--- src/rtl/c64_pkg.sv ---
// Shared definitions for the main-RAM arbitration slice: requester indices,
// arbiter state encoding and the power-on fill pattern.
package c64_pkg;

    // Requester slot indices into the grant / rvalid vectors ({cpu,dma,vic})
    localparam int REQ_VIC = 0;
    localparam int REQ_DMA = 1;
    localparam int REQ_CPU = 2;
    localparam int NUM_REQ = 3;

    // CPU starvation counter width; MAX_WAIT is limited to 1..15
    localparam int WAIT_W = 4;

    // Widest data bus the fill pattern can serve; callers slice what they need
    localparam int FILL_W = 64;

    // INIT only ever moves to RUN; RUN holds until reset
    typedef enum logic {
        ST_INIT = 1'b0,
        ST_RUN  = 1'b1
    } arb_state_e;

    // Power-on pattern: four locations of zeros, then four of ones, repeating
    function automatic logic [FILL_W-1:0] fill_byte(input logic [31:0] addr);
        logic ones;
        ones = (((addr >> 2) & 32'd1) != 32'd0);
        return ones ? {FILL_W{1'b1}} : {FILL_W{1'b0}};
    endfunction

endpackage

--- src/rtl/ram_fill_seq.sv ---
// Power-on fill sequencer: walks an address counter across the whole RAM
// once, one location per step, and raises done when the top address has
// been written.
module ram_fill_seq
    import c64_pkg::*;
#(
    parameter int ADDR_WIDTH = 16,
    parameter bit INIT_EN    = 1'b1
) (
    input  logic                  clk,
    input  logic                  reset,
    input  logic                  step,
    output logic [ADDR_WIDTH-1:0] cnt,
    output logic                  last,
    output logic                  done
);

    logic [ADDR_WIDTH-1:0] cnt_q, cnt_d;
    logic                  done_q, done_d;
    logic                  advance;

    assign advance = step && !done_q;

    // Next counter / done: wrap to zero and finish on the all-ones address
    always_comb begin
        cnt_d  = cnt_q;
        done_d = done_q;
        last   = 1'b0;
        if (advance) begin
            cnt_d = cnt_q + 1'b1;
            if (cnt_q == {ADDR_WIDTH{1'b1}}) begin
                done_d = 1'b1;
                last   = 1'b1;
            end
        end
    end

    // Counter and done flag registers; with the fill disabled we start done
    always_ff @(posedge clk) begin
        if (reset) begin
            cnt_q  <= '0;
            done_q <= ~INIT_EN;
        end else begin
            cnt_q  <= cnt_d;
            done_q <= done_d;
        end
    end

    assign cnt  = cnt_q;
    assign done = done_q;

endmodule

--- src/rtl/ram_arbiter.sv ---
// Main-RAM arbiter: after an optional power-on fill, shares the single-port
// RAM between VIC (read-only), DMA and CPU with fixed priority VIC > DMA > CPU
// and a starvation override that lets a refused CPU win after MAX_WAIT
// enabled cycles. Grants and RAM controls are combinational on the current
// requests; read data returns one enabled cycle after issue.
module ram_arbiter
    import c64_pkg::*;
#(
    parameter int ADDR_WIDTH = 16,
    parameter int DATA_WIDTH = 8,
    parameter bit INIT_EN    = 1'b1,
    parameter int MAX_WAIT   = 3
) (
    input  logic                  clk,
    input  logic                  reset,
    input  logic                  cen,
    input  logic                  vic_req,
    input  logic [ADDR_WIDTH-1:0] vic_a,
    input  logic                  dma_req,
    input  logic                  dma_we,
    input  logic [ADDR_WIDTH-1:0] dma_a,
    input  logic [DATA_WIDTH-1:0] dma_di,
    input  logic                  cpu_req,
    input  logic                  cpu_we,
    input  logic [ADDR_WIDTH-1:0] cpu_a,
    input  logic [DATA_WIDTH-1:0] cpu_di,
    output logic                  vic_gnt,
    output logic                  dma_gnt,
    output logic                  cpu_gnt,
    output logic [NUM_REQ-1:0]    rvalid,
    output logic [DATA_WIDTH-1:0] rdata,
    output logic                  init_done,
    output logic                  ram_en,
    output logic                  ram_we,
    output logic [ADDR_WIDTH-1:0] ram_a,
    output logic [DATA_WIDTH-1:0] ram_di,
    input  logic [DATA_WIDTH-1:0] ram_do
);

    localparam logic [WAIT_W-1:0] WAIT_MAX = WAIT_W'(MAX_WAIT);

    arb_state_e            state_q, state_d;
    logic [WAIT_W-1:0]     wait_q, wait_d;
    logic [NUM_REQ-1:0]    rvalid_q, rvalid_d;
    logic [DATA_WIDTH-1:0] rdata_q, rdata_d;

    logic [NUM_REQ-1:0]    gnt;
    logic [NUM_REQ-1:0]    rd_gnt;
    logic                  in_init;
    logic                  fill_active;
    logic                  cpu_force;
    logic [ADDR_WIDTH-1:0] fill_cnt;
    logic                  fill_last;
    logic                  fill_done;
    logic [FILL_W-1:0]     fill_word;

    assign in_init     = (state_q == ST_INIT);
    assign fill_active = !reset && cen && in_init;
    assign cpu_force   = cpu_req && (wait_q == WAIT_MAX);
    assign fill_word   = fill_byte(32'(fill_cnt));

    ram_fill_seq #(
        .ADDR_WIDTH (ADDR_WIDTH),
        .INIT_EN    (INIT_EN)
    ) u_fill (
        .clk   (clk),
        .reset (reset),
        .step  (cen && in_init),
        .cnt   (fill_cnt),
        .last  (fill_last),
        .done  (fill_done)
    );

    // Grant selection: nothing during reset, INIT or disabled cycles; a
    // starved CPU pre-empts the fixed VIC > DMA > CPU order
    always_comb begin
        gnt = '0;
        if (!reset && cen && !in_init) begin
            if (cpu_force) begin
                gnt[REQ_CPU] = 1'b1;
            end else if (vic_req) begin
                gnt[REQ_VIC] = 1'b1;
            end else if (dma_req) begin
                gnt[REQ_DMA] = 1'b1;
            end else if (cpu_req) begin
                gnt[REQ_CPU] = 1'b1;
            end
        end
    end

    // Reads among the grants; VIC never writes
    assign rd_gnt = gnt & {~cpu_we, ~dma_we, 1'b1};

    // RAM port drive: fill pattern in INIT, otherwise the winner's bus
    always_comb begin
        ram_en = 1'b0;
        ram_we = 1'b0;
        ram_a  = '0;
        ram_di = '0;
        if (fill_active) begin
            ram_en = 1'b1;
            ram_we = 1'b1;
            ram_a  = fill_cnt;
            ram_di = fill_word[DATA_WIDTH-1:0];
        end else if (gnt[REQ_CPU]) begin
            ram_en = 1'b1;
            ram_we = cpu_we;
            ram_a  = cpu_a;
            ram_di = cpu_di;
        end else if (gnt[REQ_DMA]) begin
            ram_en = 1'b1;
            ram_we = dma_we;
            ram_a  = dma_a;
            ram_di = dma_di;
        end else if (gnt[REQ_VIC]) begin
            ram_en = 1'b1;
            ram_we = 1'b0;
            ram_a  = vic_a;
        end
    end

    // Next state, CPU wait counter and read-return tracking; all hold when cen=0
    always_comb begin
        state_d  = state_q;
        wait_d   = wait_q;
        rvalid_d = rvalid_q;
        rdata_d  = rdata_q;
        if (cen) begin
            if (rvalid_q != '0) begin
                rdata_d = ram_do;
            end
            if (in_init) begin
                rvalid_d = '0;
                if (fill_last) begin
                    state_d = ST_RUN;
                end
            end else begin
                rvalid_d = rd_gnt;
                if (cpu_req && !gnt[REQ_CPU]) begin
                    wait_d = (wait_q == WAIT_MAX) ? wait_q : wait_q + 1'b1;
                end else begin
                    wait_d = '0;
                end
            end
        end
    end

    // Control and read-return registers; reset drops any pending read
    always_ff @(posedge clk) begin
        if (reset) begin
            state_q  <= INIT_EN ? ST_INIT : ST_RUN;
            wait_q   <= '0;
            rvalid_q <= '0;
            rdata_q  <= '0;
        end else begin
            state_q  <= state_d;
            wait_q   <= wait_d;
            rvalid_q <= rvalid_d;
            rdata_q  <= rdata_d;
        end
    end

    // The RAM output is valid while rvalid is up; afterwards the captured copy holds
    assign rdata     = (rvalid_q != '0) ? ram_do : rdata_q;
    assign rvalid    = rvalid_q;
    assign vic_gnt   = gnt[REQ_VIC];
    assign dma_gnt   = gnt[REQ_DMA];
    assign cpu_gnt   = gnt[REQ_CPU];
    assign init_done = fill_done;

endmodule

--- config.mk ---
export PLATFORM = sky130hd
export DESIGN_NAME = ram_arbiter
export DESIGN_NICKNAME = d
export VERILOG_FILES = /design/src/rtl/c64_pkg.sv /design/src/rtl/ram_fill_seq.sv /design/src/rtl/ram_arbiter.sv
export SDC_FILE = /design/constraint.sdc
export NUM_CORES = 1
export LEC_CHECK = 0
export ABC_AREA = 1
export CAP_MARGIN = 10
export CORE_AREA = 2 2 86 88
export CTS_BUF_LIST = sky130_fd_sc_hd__clkbuf_4 sky130_fd_sc_hd__clkbuf_8
export DETAILED_ROUTE_END_ITERATION = 10
export DIE_AREA = 0 0 88 90
export PLACE_DENSITY = 0.68
export SLEW_MARGIN = 20
export SYNTH_ARGS = -nofsm -noshare
export SYNTH_HDL_FRONTEND = slang
export SYNTH_HIERARCHICAL = 1
export SYNTH_SLANG_ARGS = --single-unit
--- constraint.sdc ---
create_clock -name clk -period 1.81 [get_ports clk]
set_input_delay 0.362 -clock clk [delete_from_list [all_inputs] [get_ports clk]]
set_output_delay 0.362 -clock clk [all_outputs]
set_load 0.1 [all_outputs]
# --- Word-level counts from Yosys, hierarchy flattened ---
# Index checks and enable logic that the tools add are counted.
classes:
  n_eq_ne: 3
  shifts: 0
  div_mod_pow: 0
  bitwise: 4
  n_reduce_logical: 13
  n_addsub: 2
  mux: 31
  n_mul: 0
  order_cmp: 0
ops:
  columns: ["operator", "count"]
  rows:
  - ["two-way mux 16 bit", 4]
  - ["two-way mux 8 bit", 5]
  - ["adder 16 x 1 -> 16 bit (second input constant)", 1]
  - ["== test 16 bit (second input constant)", 1]
  - ["two-way mux 1 bit", 16]
  - ["two-way mux 4 bit", 2]
  - ["logical AND 1 bit", 7]
  - ["two-way mux 3 bit", 2]
  - ["adder 4 x 1 -> 4 bit (second input constant)", 1]
  - ["== test 4 x 2 -> 1 bit (second input constant)", 1]
  - ["two-way mux 2 bit", 2]
  - ["bitwise AND 3 bit", 1]
  - ["zero test 1 bit", 3]
  - ["inverter 1 bit", 3]
  - ["AND reduction 3 bit", 1]
  - ["nonzero test 3 bit", 1]
  - ["inequality test 2 bit (second input constant)", 1]
  - ["AND reduction 2 bit", 1]
word_totals:
  mem_count: 0
  latchBits: 0
  register_bits: 33
  mem_bits_rw: 0
  elab_cells: 59
  rom_bits: 0

# --- Depth between registers and ports, before layout ---
depth:
  depth_word: 9
  ltp_mapped: 10
  mapped_depth_nobuf: 10

# --- Cells and area by module ---
# The synthesis kept the hierarchy.
modules_own_cells:
  columns: ["mod", "area_each_um2", "seq_area_each_um2", "instances", "cells_per_inst"]
  rows:
  - ["ram_arbiter", 1422.6, 320.3, 1, 243]
  - ["ram_fill_seq", 930.9, 340.3, 1, 132]

# --- Worst setup path before layout ---
# No wires, ideal clock.
synth_path:
  path_type: "register to register"
  startpoint: "reg rvalid_q[0], in the netlist rvalid[0]"
  endpoint: "reg rdata_q[0]"
  slack_ps: -1848
  arrival_time_ps: 3591
  path_stages_with_launch: 7
  path_cell_list: "dfxtp_1 -> nor2_1 -> nand2_1 -> buf_2 -> o21ai_0 -> o21ai_0 -> inv_1"
synth_between:
  elab_chain_cells: 2
synth_rtl:
  columns: ["item", "line_no", "rtl"]
  rows:
  - ["start, declared", "ram_arbiter.sv:44", "logic [NUM_REQ-1:0] rvalid_q, rvalid_d;"]
  - ["start signal, assigned", "ram_arbiter.sv:158", "rvalid_q <= rvalid_d;"]
  - ["nonzero test 3 bit", null, null]
  - ["two-way mux 8 bit", null, null]
  - ["via rdata[0]", "ram_arbiter.sv:31", "output logic [DATA_WIDTH-1:0] rdata,"]
  - ["end signal, assigned", "ram_arbiter.sv:159", "rdata_q <= rdata_d;"]
  - ["end, declared", "ram_arbiter.sv:45", "logic [DATA_WIDTH-1:0] rdata_q, rdata_d;"]
# The timed path passes the listed nets, and every way through them passes these cells.
# A chain may end at the register's enable or synchronous reset.

# --- Worst setup path after layout ---
layout_path:
  startpoint: "reg wait_q[1]"
  endpoint: "out ram_a[3]"
layout_between:
  elab_chain_cells: 8
  word_cells_on_any_way: 9
layout_rtl:
  columns: ["item", "line_no", "rtl"]
  rows:
  - ["start, declared", "ram_arbiter.sv:43", "logic [WAIT_W-1:0] wait_q, wait_d;"]
  - ["start signal, assigned", "ram_arbiter.sv:157", "wait_q <= wait_d;"]
  - ["== test 4 x 2 -> 1 bit (*)", "ram_arbiter.sv:59", "assign cpu_force = cpu_req && (wait_q == WAIT_MAX);"]
  - ["logical AND 1 bit (*)", "ram_arbiter.sv:59", null]
  - ["two-way mux 2 bit", "ram_arbiter.sv:79", "if (cpu_force) begin"]
  - ["two-way mux 3 bit (*)", "ram_arbiter.sv:78", "if (!reset && cen && !in_init) begin"]
  - ["two-way mux 16 bit", "ram_arbiter.sv:115", "end else if (gnt[REQ_VIC]) begin"]
  - ["two-way mux 16 bit", "ram_arbiter.sv:110", "end else if (gnt[REQ_DMA]) begin"]
  - ["two-way mux 16 bit (*)", "ram_arbiter.sv:105", "end else if (gnt[REQ_CPU]) begin"]
  - ["two-way mux 16 bit (*)", "ram_arbiter.sv:100", "if (fill_active) begin"]
  - ["end, declared", "ram_arbiter.sv:35", "output logic [ADDR_WIDTH-1:0] ram_a,"]
# Every way passes the cells marked *; elsewhere a longest branch is shown, timed or not.

==> impl_metrics.tcl <==
set metrics [dict create \
    cp-end-kind "output port" \
    hold_viol 0 \
    clkTransAtPathRegs_ns 0.07 \
    synth_flop_cell "dfxtp_1" \
    drc 0 \
    synth_edf_count 0 \
    ys_ff_latch 33 \
    initial_core_util_pct 33.5 \
    cp.required_ns 1.45 \
    r2r-start "wait_q[1]" \
    tns_ns -11.70 \
    cp.arrival_ns 1.95 \
    die_w_um 88 \
    setup_viol 29 \
    p_int_mw 1.29 \
    die_h_um 90 \
    num-fill-cells 496 \
    r2r_cells 13 \
    grt_pass1_wl_mm 14.1 \
    cts_root_buffer "clkbuf_8" \
    io_buffers 120 \
    startpoint "wait_q[1]" \
    p_clk_share_pct 29.8 \
    max-cap-violations 0 \
    nets 623 \
    firstDrtPassIters 4 \
    layout_setup_ws_ns -0.499 \
    wl_per_cell_um 15.2 \
    syn_area_sq_um 2350 \
    worstSetupPathType "reg -> out" \
    vias 3042 \
    viasPerCell 4.75 \
    drv_slew 0 \
    yosysMostFrequentCell "nand2_1" \
    p_comb_share_pct 29.5 \
    status "complete, but fails checks" \
    worstHoldPathType "reg -> reg" \
    max_freq_mhz 433 \
    ios 121 \
    first_global_vias 2873 \
    max-vdd-ir-drop_v 0.000359 \
    core_sq_um 7020 \
    cts_inserted_buffers 5 \
    ys_types 33 \
    cts.sinks 33 \
    cts_tree "built" \
    ff2ff_setup_slack_ns 0.27 \
    antenna_cells 0 \
    htree_levels 2 \
    start_kind "flip-flop" \
    cts_buffer_depth 2 \
    path_max_fanout 8 \
    slew_headroom_pct 73.3 \
    powerDensity_nw_per_um2 359 \
    worst_slew_pin_slew_ns 0.399 \
    drt_iter0_drc 86 \
    r2r-end "rvalid[0]" \
    synth-seq-area-share_pct 28.1 \
    antenna_found_initial 0 \
    hpwl_mm 6.63 \
    die-area_sq_um 7920 \
    seqPwrFrac_pct 40.8 \
    area_delta_synth_final_pct 117 \
    synth_fp_nets 457 \
    worstSetupEndpoint "ram_a[3]" \
    grt_max_degree 19 \
    yosys_warnings 6 \
    track_usage_pct 22.3 \
    grt-ovfl-total 0 \
    gp_congestion 0.857 \
    insertion_delay_ns 0.28 \
    ys_async_sr_fraction_pct 0 \
    post-route-period-util_pct 128 \
    power.switching_mw 0.541 \
    p_total_mw 1.83 \
    skew_ns 0.00624 \
    synth.top_cell.area_share_pct 28.1 \
    drive_gt1_share_pct 37.1 \
    rows 31 \
    synthCells 375 \
    yosys-top-cells-count "nand2_1 (126), inv_1 (37), dfxtp_1 (33)" \
    leakagePower_nw 2.21 \
    violations "setup timing" \
    yosys-top-cells-area "dfxtp_1 (28%), nand2_1 (20%), inv_1 (5.9%)" \
    wl_mm 9.73 \
    p_sw_share_pct 29.5 \
    antenna_left 0 \
    fin_crit_ns 2.31 \
    yosysTopAreaCell "dfxtp_1" \
    syn_avg_cell_area_sq_um 6.28 \
    rsz0062_at_grt "true" \
]
[stage by stage]
stage	util [%]	setup WS [ns]	hold slack (ns)	instances	cell area [sq um]
floorplan	-	-0.991	0.424	375	2640
global placement	64.2	-0.525	0.479	611	4510
detailed placement	64.2	-0.585	0.494	611	4510
CTS	69.7	-0.445	0.504	634	4890
global route	72.6	-0.582	0.514	641	5100
finish	72.6	-0.499	0.506	641	5100
[worst min path at each step]
stage	start	to	slack, ns	cells past startpoint
after global routing	u_fill/cnt[5]	u_fill/cnt[5]	0.51	2
after global placement	u_fill/cnt[5]	u_fill/cnt[5]	0.48	2
after CTS	u_fill/cnt[5]	u_fill/cnt[5]	0.50	2
final	u_fill/cnt[5]	u_fill/cnt[5]	0.51	2
after floorplan	reset	u_fill/done	0.42	1
after detailed placement	u_fill/cnt[5]	u_fill/cnt[5]	0.49	2
[kinds of logic after synthesis]
logic type / after synthesis / share of synthesized area, %
XOR/XNOR: 2 / 0.744
flip-flops: 33 / 28.1
AO/OA/AOI/OAI: 46 / 10.8
adder cells (fa/ha/maj): 2 / 1.06
buffers and inverters: 54 / 10.5
AND/OR/NAND/NOR: 238 / 48.8
[state kept, by name, indices dropped and copies added, names as in the netlist]
name / cells
rvalid: 3
state_q: 1
wait_q: 4
u_fill/cnt: 16
rdata_q: 8
u_fill/done: 1
[worst max-delay path, cell delays in order, from the launching register on]
cell and delay [ns]:
dfxtp_2 0.34, ha_4 0.16, nand2_2 0.05, inv_2 0.05, nand2_4 0.07, nand2_4 0.07
buf_12 0.13, nor2_8 0.11, buf_12 0.12, buf_12 0.13, nand2_1 0.08, nand4_1 0.16
buf_12 0.20
[cells in the final DEF (no fill, tap or decap), types with 16 or more instances in the layout]
master,synthesis,layout
clkdlybuf4s50_1,0,76
nand2_2,15,32
a21oi_1,16,16
dfxtp_1,33,28
nor2_1,32,31
inv_1,37,33
nand4_1,20,20
nand3_1,25,17
buf_4,1,28
buf_12,0,49
nand2_1,126,95
[power by group through the flow]
| stage | Combinational, mW | Sequential, mW | Clock (mW) |
|---|---|---|---|
| after floorplan | 0.227 | 0.761 | 0 |
| after global placement | 0.516 | 0.763 | 0 |
| after detailed placement | 0.519 | 0.763 | 0 |
| after CTS | 0.530 | 0.747 | 0.560 |
| after global routing | 0.568 | 0.749 | 0.588 |
| final | 0.540 | 0.747 | 0.545 |
[what timing repair did]
action / CTS / global route
resized for setup: 33 / 34
hold buffers: 0 / 0
pin swaps: 9 / 12
gates cloned: 4 / 4
endpoints found under the setup margin: 29 / 36
hold endpoints to repair: 0 / 0
buffers inserted: 11 / 4
[cell type report]
class | instances | area [sq um] | share of cell area (%)
inverters | 43 | 176 | 3.46
clock buffers | 6 | 76.3 | 1.50
clock inverters | 2 | 10.0 | 0.196
repair inverters | 3 | 41.3 | 0.810
repair buffers | 167 | 2180 | 42.7
well taps | 99 | 124 | 2.43
multi-input cells | 288 | 1820 | 35.7
flip-flops and latches | 33 | 674 | 13.2
[routing by layer]
layer / GRT usage [%] / wire (um) / vias to the layer above
li1: - / - / 1531
met1: 26.0 / 4050 / 1382
met2: 39.0 / 4820 / 111
met3: 5.79 / 682 / 18
met4: 7.31 / 184 / 0
met5: 0 / 0 / -
Power figures use the tool's default switching activity.
